File: config.mk
export PLATFORM = sky130hd
export DESIGN_NAME = calc_arbiter
export DESIGN_NICKNAME = d
export VERILOG_FILES = /design/src/rtl/calc_pkg.sv /design/src/rtl/calculator.sv /design/src/rtl/calc_arbiter.sv
export SDC_FILE = /design/constraint.sdc
export NUM_CORES = 1
export LEC_CHECK = 0
export ABC_AREA = 1
export BUFFER_PORTS_ARGS = -buffer_cell sky130_fd_sc_hd__buf_2
export CORE_ASPECT_RATIO = 1.25
export CORE_MARGIN = 3
export CORE_UTILIZATION = 50
export CTS_CLUSTER_SIZE = 8
export DETAILED_ROUTE_END_ITERATION = 7
export GPL_ROUTABILITY_DRIVEN = 1
export PLACE_DENSITY = 0.73
export SLEW_MARGIN = 30
export SYNTH_ARGS = -nofsm -noshare
export SYNTH_HDL_FRONTEND = slang
export SYNTH_SLANG_ARGS = --single-unit
File: constraint.sdc
create_clock -name clk -period 32.1 [get_ports clk]
set_clock_uncertainty 0.15 [all_clocks]
set_input_delay 4.815 -clock clk [delete_from_list [all_inputs] [get_ports clk]]
set_output_delay 4.815 -clock clk [all_outputs]
set_load 0.01 [all_outputs]
File: src/rtl/calc_pkg.sv
// Shared definitions for the calculator arbiter: operation modes, FSM states
// and the response error classification.
package calc_pkg;

   localparam logic [1:0] MODE_ADD = 2'b00;
   localparam logic [1:0] MODE_SUB = 2'b01;
   localparam logic [1:0] MODE_MUL = 2'b10;
   localparam logic [1:0] MODE_DIV = 2'b11;

   typedef enum logic [1:0] {
      ST_IDLE = 2'b00,
      ST_CALC = 2'b01,
      ST_RESP = 2'b10
   } state_e;

   function automatic logic rsp_is_error(input logic ok, input logic ovf, input logic dz);
      return dz | ovf | ~ok;
   endfunction

endpackage

File: src/rtl/calculator.sv
// Combinational 8-bit calculator. The full-precision result is returned on 16 bits;
// ovf_o flags a result outside the 8-bit range of the selected signedness.
module calculator
   import calc_pkg::*;
(
   input  logic [1:0]  mode_i,
   input  logic [7:0]  a_i,
   input  logic [7:0]  b_i,
   input  logic        signed_i,
   output logic [15:0] result_o,
   output logic        ok_o,
   output logic        ovf_o,
   output logic        dz_o
);
   logic [15:0] ea_s, eb_s, div_b_s, raw_s;
   logic        dz_s, ovf_s;

   // Extend operands, evaluate the selected operation and classify the result.
   always_comb begin
      ea_s    = signed_i ? {{8{a_i[7]}}, a_i} : {8'h00, a_i};
      eb_s    = signed_i ? {{8{b_i[7]}}, b_i} : {8'h00, b_i};
      dz_s    = (mode_i == MODE_DIV) && (b_i == 8'h00);
      // Keep the divider away from a zero divisor; the result is forced to 0 anyway.
      div_b_s = dz_s ? 16'h0001 : eb_s;
      case (mode_i)
         MODE_ADD: raw_s = ea_s + eb_s;
         MODE_SUB: raw_s = ea_s - eb_s;
         MODE_MUL: raw_s = ea_s * eb_s;
         MODE_DIV: begin
            if (dz_s) begin
               raw_s = 16'h0000;
            end else if (signed_i) begin
               raw_s = $signed(ea_s) / $signed(div_b_s);
            end else begin
               raw_s = ea_s / div_b_s;
            end
         end
         default: raw_s = 16'h0000;
      endcase
      if (dz_s) begin
         ovf_s = 1'b0;
      end else if (signed_i) begin
         ovf_s = (raw_s[15:8] != {8{raw_s[7]}});
      end else begin
         ovf_s = (raw_s[15:8] != 8'h00);
      end
   end

   assign result_o = raw_s;
   assign ok_o     = ~dz_s;
   assign ovf_o    = ovf_s;
   assign dz_o     = dz_s;

endmodule

File: src/rtl/calc_arbiter.sv
// Round-robin front end sharing one calculator between two valid/ready requesters;
// the response is held until accepted and completed/errored operations are counted.
module calc_arbiter
   import calc_pkg::*;
#(
   parameter int CNT_W = 16
) (
   input  logic             clk,
   input  logic             rst,
   input  logic             req0_valid,
   output logic             req0_ready,
   input  logic [1:0]       req0_mode,
   input  logic [7:0]       req0_a,
   input  logic [7:0]       req0_b,
   input  logic             req0_signed,
   input  logic             req1_valid,
   output logic             req1_ready,
   input  logic [1:0]       req1_mode,
   input  logic [7:0]       req1_a,
   input  logic [7:0]       req1_b,
   input  logic             req1_signed,
   output logic             rsp_valid,
   input  logic             rsp_ready,
   output logic             rsp_id,
   output logic [15:0]      rsp_result,
   output logic             rsp_ok,
   output logic             rsp_ovf,
   output logic             rsp_dz,
   output logic             busy,
   output logic [CNT_W-1:0] op_count,
   output logic [CNT_W-1:0] err_count
);
   state_e           state_q, state_d;
   logic             last_grant_q, last_grant_d;
   logic [1:0]       mode_q, mode_d;
   logic [7:0]       a_q, a_d, b_q, b_d;
   logic             sgn_q, sgn_d, id_q, id_d;
   logic             rsp_valid_q, rsp_valid_d, rsp_id_q, rsp_id_d;
   logic [15:0]      rsp_result_q, rsp_result_d;
   logic             rsp_ok_q, rsp_ok_d, rsp_ovf_q, rsp_ovf_d, rsp_dz_q, rsp_dz_d;
   logic [CNT_W-1:0] op_count_q, op_count_d, err_count_q, err_count_d;
   logic             grant_s, idle_s;
   logic [15:0]      calc_result_s;
   logic             calc_ok_s, calc_ovf_s, calc_dz_s;

   calculator u_calc (
      .mode_i   (mode_q),
      .a_i      (a_q),
      .b_i      (b_q),
      .signed_i (sgn_q),
      .result_o (calc_result_s),
      .ok_o     (calc_ok_s),
      .ovf_o    (calc_ovf_s),
      .dz_o     (calc_dz_s)
   );

   // A lone requester wins; on a tie the one not served last wins.
   always_comb begin
      if (req0_valid && req1_valid) begin
         grant_s = ~last_grant_q;
      end else if (req1_valid) begin
         grant_s = 1'b1;
      end else begin
         grant_s = 1'b0;
      end
   end

   assign idle_s     = (state_q == ST_IDLE);
   assign req0_ready = idle_s & req0_valid & ~grant_s;
   assign req1_ready = idle_s & req1_valid & grant_s;

   // Next-state: accept in IDLE, sample the calculator in CALC, hand off in RESP.
   always_comb begin
      state_d      = state_q;
      last_grant_d = last_grant_q;
      mode_d       = mode_q;
      a_d          = a_q;
      b_d          = b_q;
      sgn_d        = sgn_q;
      id_d         = id_q;
      rsp_valid_d  = rsp_valid_q;
      rsp_id_d     = rsp_id_q;
      rsp_result_d = rsp_result_q;
      rsp_ok_d     = rsp_ok_q;
      rsp_ovf_d    = rsp_ovf_q;
      rsp_dz_d     = rsp_dz_q;
      op_count_d   = op_count_q;
      err_count_d  = err_count_q;
      case (state_q)
         ST_IDLE: begin
            if (req0_ready || req1_ready) begin
               id_d    = grant_s;
               mode_d  = grant_s ? req1_mode   : req0_mode;
               a_d     = grant_s ? req1_a      : req0_a;
               b_d     = grant_s ? req1_b      : req0_b;
               sgn_d   = grant_s ? req1_signed : req0_signed;
               state_d = ST_CALC;
            end else begin
               state_d = ST_IDLE;
            end
         end
         ST_CALC: begin
            rsp_valid_d  = 1'b1;
            rsp_id_d     = id_q;
            rsp_result_d = calc_result_s;
            rsp_ok_d     = calc_ok_s;
            rsp_ovf_d    = calc_ovf_s;
            rsp_dz_d     = calc_dz_s;
            state_d      = ST_RESP;
         end
         ST_RESP: begin
            if (rsp_ready) begin
               rsp_valid_d  = 1'b0;
               last_grant_d = rsp_id_q;
               op_count_d   = op_count_q + {{(CNT_W-1){1'b0}}, 1'b1};
               if (rsp_is_error(rsp_ok_q, rsp_ovf_q, rsp_dz_q) && (err_count_q != {CNT_W{1'b1}})) begin
                  err_count_d = err_count_q + {{(CNT_W-1){1'b0}}, 1'b1};
               end else begin
                  err_count_d = err_count_q;
               end
               state_d = ST_IDLE;
            end else begin
               state_d = ST_RESP;
            end
         end
         default: state_d = ST_IDLE;
      endcase
   end

   // Registers; reset abandons any operation in flight without responding.
   always_ff @(posedge clk) begin
      if (rst) begin
         state_q      <= ST_IDLE;
         last_grant_q <= 1'b1;
         mode_q       <= 2'b00;
         a_q          <= 8'h00;
         b_q          <= 8'h00;
         sgn_q        <= 1'b0;
         id_q         <= 1'b0;
         rsp_valid_q  <= 1'b0;
         rsp_id_q     <= 1'b0;
         rsp_result_q <= 16'h0000;
         rsp_ok_q     <= 1'b0;
         rsp_ovf_q    <= 1'b0;
         rsp_dz_q     <= 1'b0;
         op_count_q   <= {CNT_W{1'b0}};
         err_count_q  <= {CNT_W{1'b0}};
      end else begin
         state_q      <= state_d;
         last_grant_q <= last_grant_d;
         mode_q       <= mode_d;
         a_q          <= a_d;
         b_q          <= b_d;
         sgn_q        <= sgn_d;
         id_q         <= id_d;
         rsp_valid_q  <= rsp_valid_d;
         rsp_id_q     <= rsp_id_d;
         rsp_result_q <= rsp_result_d;
         rsp_ok_q     <= rsp_ok_d;
         rsp_ovf_q    <= rsp_ovf_d;
         rsp_dz_q     <= rsp_dz_d;
         op_count_q   <= op_count_d;
         err_count_q  <= err_count_d;
      end
   end

   assign rsp_valid  = rsp_valid_q;
   assign rsp_id     = rsp_id_q;
   assign rsp_result = rsp_result_q;
   assign rsp_ok     = rsp_ok_q;
   assign rsp_ovf    = rsp_ovf_q;
   assign rsp_dz     = rsp_dz_q;
   assign busy       = ~idle_s;
   assign op_count   = op_count_q;
   assign err_count  = err_count_q;

endmodule

==> impl_metrics.env <==
export IMPL_detail_route_wl_per_cell_um=15.10
export IMPL_hold_start="op_count[15]"
export IMPL_synth_warning_count=0
export IMPL_cts_tree="yes"
export IMPL_synth_top_area_cell="ha_1"
export IMPL_reg2reg_end="rsp_result[0]"
export IMPL_path_class="reg -> reg"
export IMPL_finalSetupViolCount=0
export IMPL_placed_instance_area_um2=22260
export IMPL_fmaxAchievable_mhz=34.54
export IMPL_post_dp_hpwl_um=48340
export IMPL_final_hold_violation_count=0
export IMPL_area_share_of_the_largest_cell_type_after_synthesis=0.2065
export IMPL_timing_critical_path_required_ns=32.19
export IMPL_floorplan_die_width_um=190.0
export IMPL_synth_area_per_cell_um2=6.462
export IMPL_worst_hold_path_ep="op_count[15]"
export IMPL_drt_total_wl_um=59520
export IMPL_grt_max_degree=44
export IMPL_io_pins=99
export IMPL_critical_path_max_stage_delay_ns=0.36
export IMPL_period_minus_slack_ns=28.95
export IMPL_finalNetCount=3854
export IMPL_fin_util=0.5512
export IMPL_seq_area_frac_synth=0.07194
export IMPL_syn_cell_area_um2=21150
export IMPL_cts_root_buffer_cell="clkbuf_16"
export IMPL_holdCritPathClass="reg -> reg"
export IMPL_drt_first_pass_iters=6
export IMPL_worst_ep_arrival_time_ns=29.04
export IMPL_syn2layout_area_growth_pct=7.986
export IMPL_slowest_cell_on_the_critical_path="ha_1"
export IMPL_tritoncts_num_buffers=9
export IMPL_viasPerCell=5.331
export IMPL_htreeDepth=3
export IMPL_timing_critical_path_to_type="flop"
export IMPL_post_synth_num_cell_types=67
export IMPL_residual_overflow_from_global_routing=0
export IMPL_initialDrtViolationCount=1291
export IMPL_synth_flop_cell="dfxtp_1"
export IMPL_clockBufferDepth=2
export IMPL_worst_flop_to_flop_path_startpoint="b_q[7]"
export IMPL_async_reset_ff_frac=0
export IMPL_global_route_wire_length_before_repair_um=98250
export IMPL_fin_crit_sh=0.9020
export IMPL_port_buffers=98
export IMPL_grt_use_total=0.2641
export IMPL_synth_cells=3273
export IMPL_run_status="finished clean"
export IMPL_logic_depth_of_the_worst_register_to_register_path=237
export IMPL_holdPathStages=1
export IMPL_critical_path_top_cell_by_count="nand2_1"
export IMPL_max_cap_violations=0
export IMPL_clk_pin_slew_ns=0.07
export IMPL_relSlewSlack=0.3688
export IMPL_layout_cell_area_non_filler_um2=22840
export IMPL_route_antenna_remaining_nets=0
export IMPL_antennaDiodeCount=0
export IMPL_final_hold_worst_slack_ns=0.2965
export IMPL_worstSkewPairLatency_ns=0.36
export IMPL_clock_sinks=76
export IMPL_worstMarginPinSlew_ns=0.9445
export IMPL_drcViolationCount=0
export IMPL_gp_congestion=0.9646
export IMPL_synth_top_cells_by_area="ha_1 21%, nand2_1 14%, inv_1 9.1%"
export IMPL_dp_cells=3914
export IMPL_first_global_vias=20330
export IMPL_worst_setup_path_start_kind="flop"
export IMPL_antenna_violations_before_repair=0
export IMPL_yosys_register_bits=76
export IMPL_placementRows=83
export IMPL_timing_critical_path_fanout_max=32
export IMPL_synth_edf_count=0
export IMPL_drive_above_1_share=0.1145
export IMPL_finalMaxSlewViolations=0
export IMPL_routed_via_count=21010
export IMPL_regToRegSetupSlack_ns=3.15
export IMPL_fin_cells=3941
export IMPL_fp_dieArea_um2=44820
export IMPL_core_region_area_um2=41440
export IMPL_die_h_um=235.9
export IMPL_cts_hold_repair_buffers=0
export IMPL_initial_core_util=0.5104
-- cells in the mapped netlist (8+ instances only) --
| master | instances |
|---|---|
| ha_1 | 349 |
| nor3_1 | 32 |
| nand2_1 | 793 |
| nand2_2 | 42 |
| or2_2 | 42 |
| a21o_1 | 20 |
| o21a_1 | 14 |
| nand3_1 | 184 |
| o21ai_0 | 165 |
| o21bai_1 | 28 |
| inv_1 | 515 |
| buf_6 | 10 |
| nand4_1 | 25 |
| o21ai_1 | 50 |
| a21oi_1 | 186 |
| nor4_1 | 13 |
| nor2_1 | 170 |
| o21ai_2 | 54 |
| xnor2_1 | 94 |
| clkbuf_1 | 46 |
| inv_2 | 24 |
| fa_1 | 78 |
| and2_1 | 11 |
| xor2_1 | 97 |
| a31oi_1 | 28 |
| nand3_2 | 8 |
| buf_2 | 10 |
| dfxtp_1 | 76 |
| o211ai_1 | 10 |
-- stage by stage --
stage                     TNS (ns)  setup WS, ns
after floorplan                  0         5.135
after global placement           0        0.4416
after detailed placement         0        0.3670
after CTS                        0        0.3378
after global routing       -0.1212       -0.1212
final                            0         3.147
-- what timing repair did --
item	CTS	global route
setup buffers	0	10
endpoints found under the setup margin	0	4
gates resized for setup	0	59
-- routing by layer --
layer  global-route usage  vias to the layer above  part of all wire
met5                    0                        -                 0
met4              0.09906                        0             0.045
met3              0.02661                      143             0.051
met2               0.4836                      536              0.49
met1               0.3155                     9496              0.41
li1                     -                    10830                 -
-- worst max path at each step --
stage            from       endpoint  slack [ns]  cells after the start
2_1_floorplan  b_q[0]  rsp_result[0]        5.13                    240
3_3_place_gp   b_q[2]  rsp_result[0]        0.44                    231
3_5_place_dp   b_q[2]  rsp_result[0]        0.37                    232
4_1_cts        b_q[2]  rsp_result[0]        0.34                    231
5_1_grt        b_q[1]  rsp_result[0]       -0.12                    238
6_report       b_q[7]  rsp_result[0]        3.15                    237
-- state kept, by name, indices dropped and copies added (netlist names), 2 cells and up --
| signal | cells |
|---|---|
| mode_q | 2 |
| rsp_result | 16 |
| b_q | 8 |
| a_q | 8 |
| state_q | 2 |
| err_count | 16 |
| op_count | 16 |
-- layout by cell type (no fill, tap or decap), drive strengths merged, types with 5 or more instances in the layout --
cell type / count
o21a: 14
nand2: 838
o211ai: 10
nor3: 33
or2: 48
fa: 78
clkbuf: 9
dfxtp: 76
conb: 44
o21bai: 30
nor4: 13
a21o: 20
nand4: 26
inv: 540
nand3: 193
clkinv: 7
o21ai: 269
a31oi: 28
ha: 349
xnor2: 94
buf: 136
nor2: 178
a211oi: 6
nand3b: 5
and2: 12
a21oi: 198
o31ai: 5
xor2: 97
-- worst max-delay path: cells and delay by family (launching register included) --
family                   cells  cell delay [ns]
AO/OA/AOI/OAI               68             9.72
adder cells (fa/ha/maj)     16             5.06
buffers and inverters       18             1.84
flip-flops                   1             0.30
AND/OR/NAND/NOR            135            11.67
-- kinds of logic (layout without fill, tap and decap cells) --
logic type,after synthesis,in the layout,share of synthesized area
compound gates,603,603,0.1725
xor+xnor,191,191,0.07909
fa+ha+maj,427,427,0.2803
buf+inv,622,696,0.1178
flops,76,76,0.07194
mux,1,1,0.0004733
other cells,2,44,0.0003551
simple gates,1351,1351,0.2775
-- cell type report --
| cell class | instances | area, µm² |
|---|---|---|
| clock buffers | 9 | 225.2 |
| clock inverters | 7 | 65.06 |
| fillers | 4142 | 18600 |
| inverters | 544 | 2071 |
| multi-input cells | 2617 | 17470 |
| flip-flops and latches | 76 | 1530 |
| well taps | 552 | 690.7 |
| repair buffers | 136 | 784.5 |
Power is left out: the tool's default activity adds up to more than one toggle a clock period on the data nets, which glitch-free logic cannot reach.
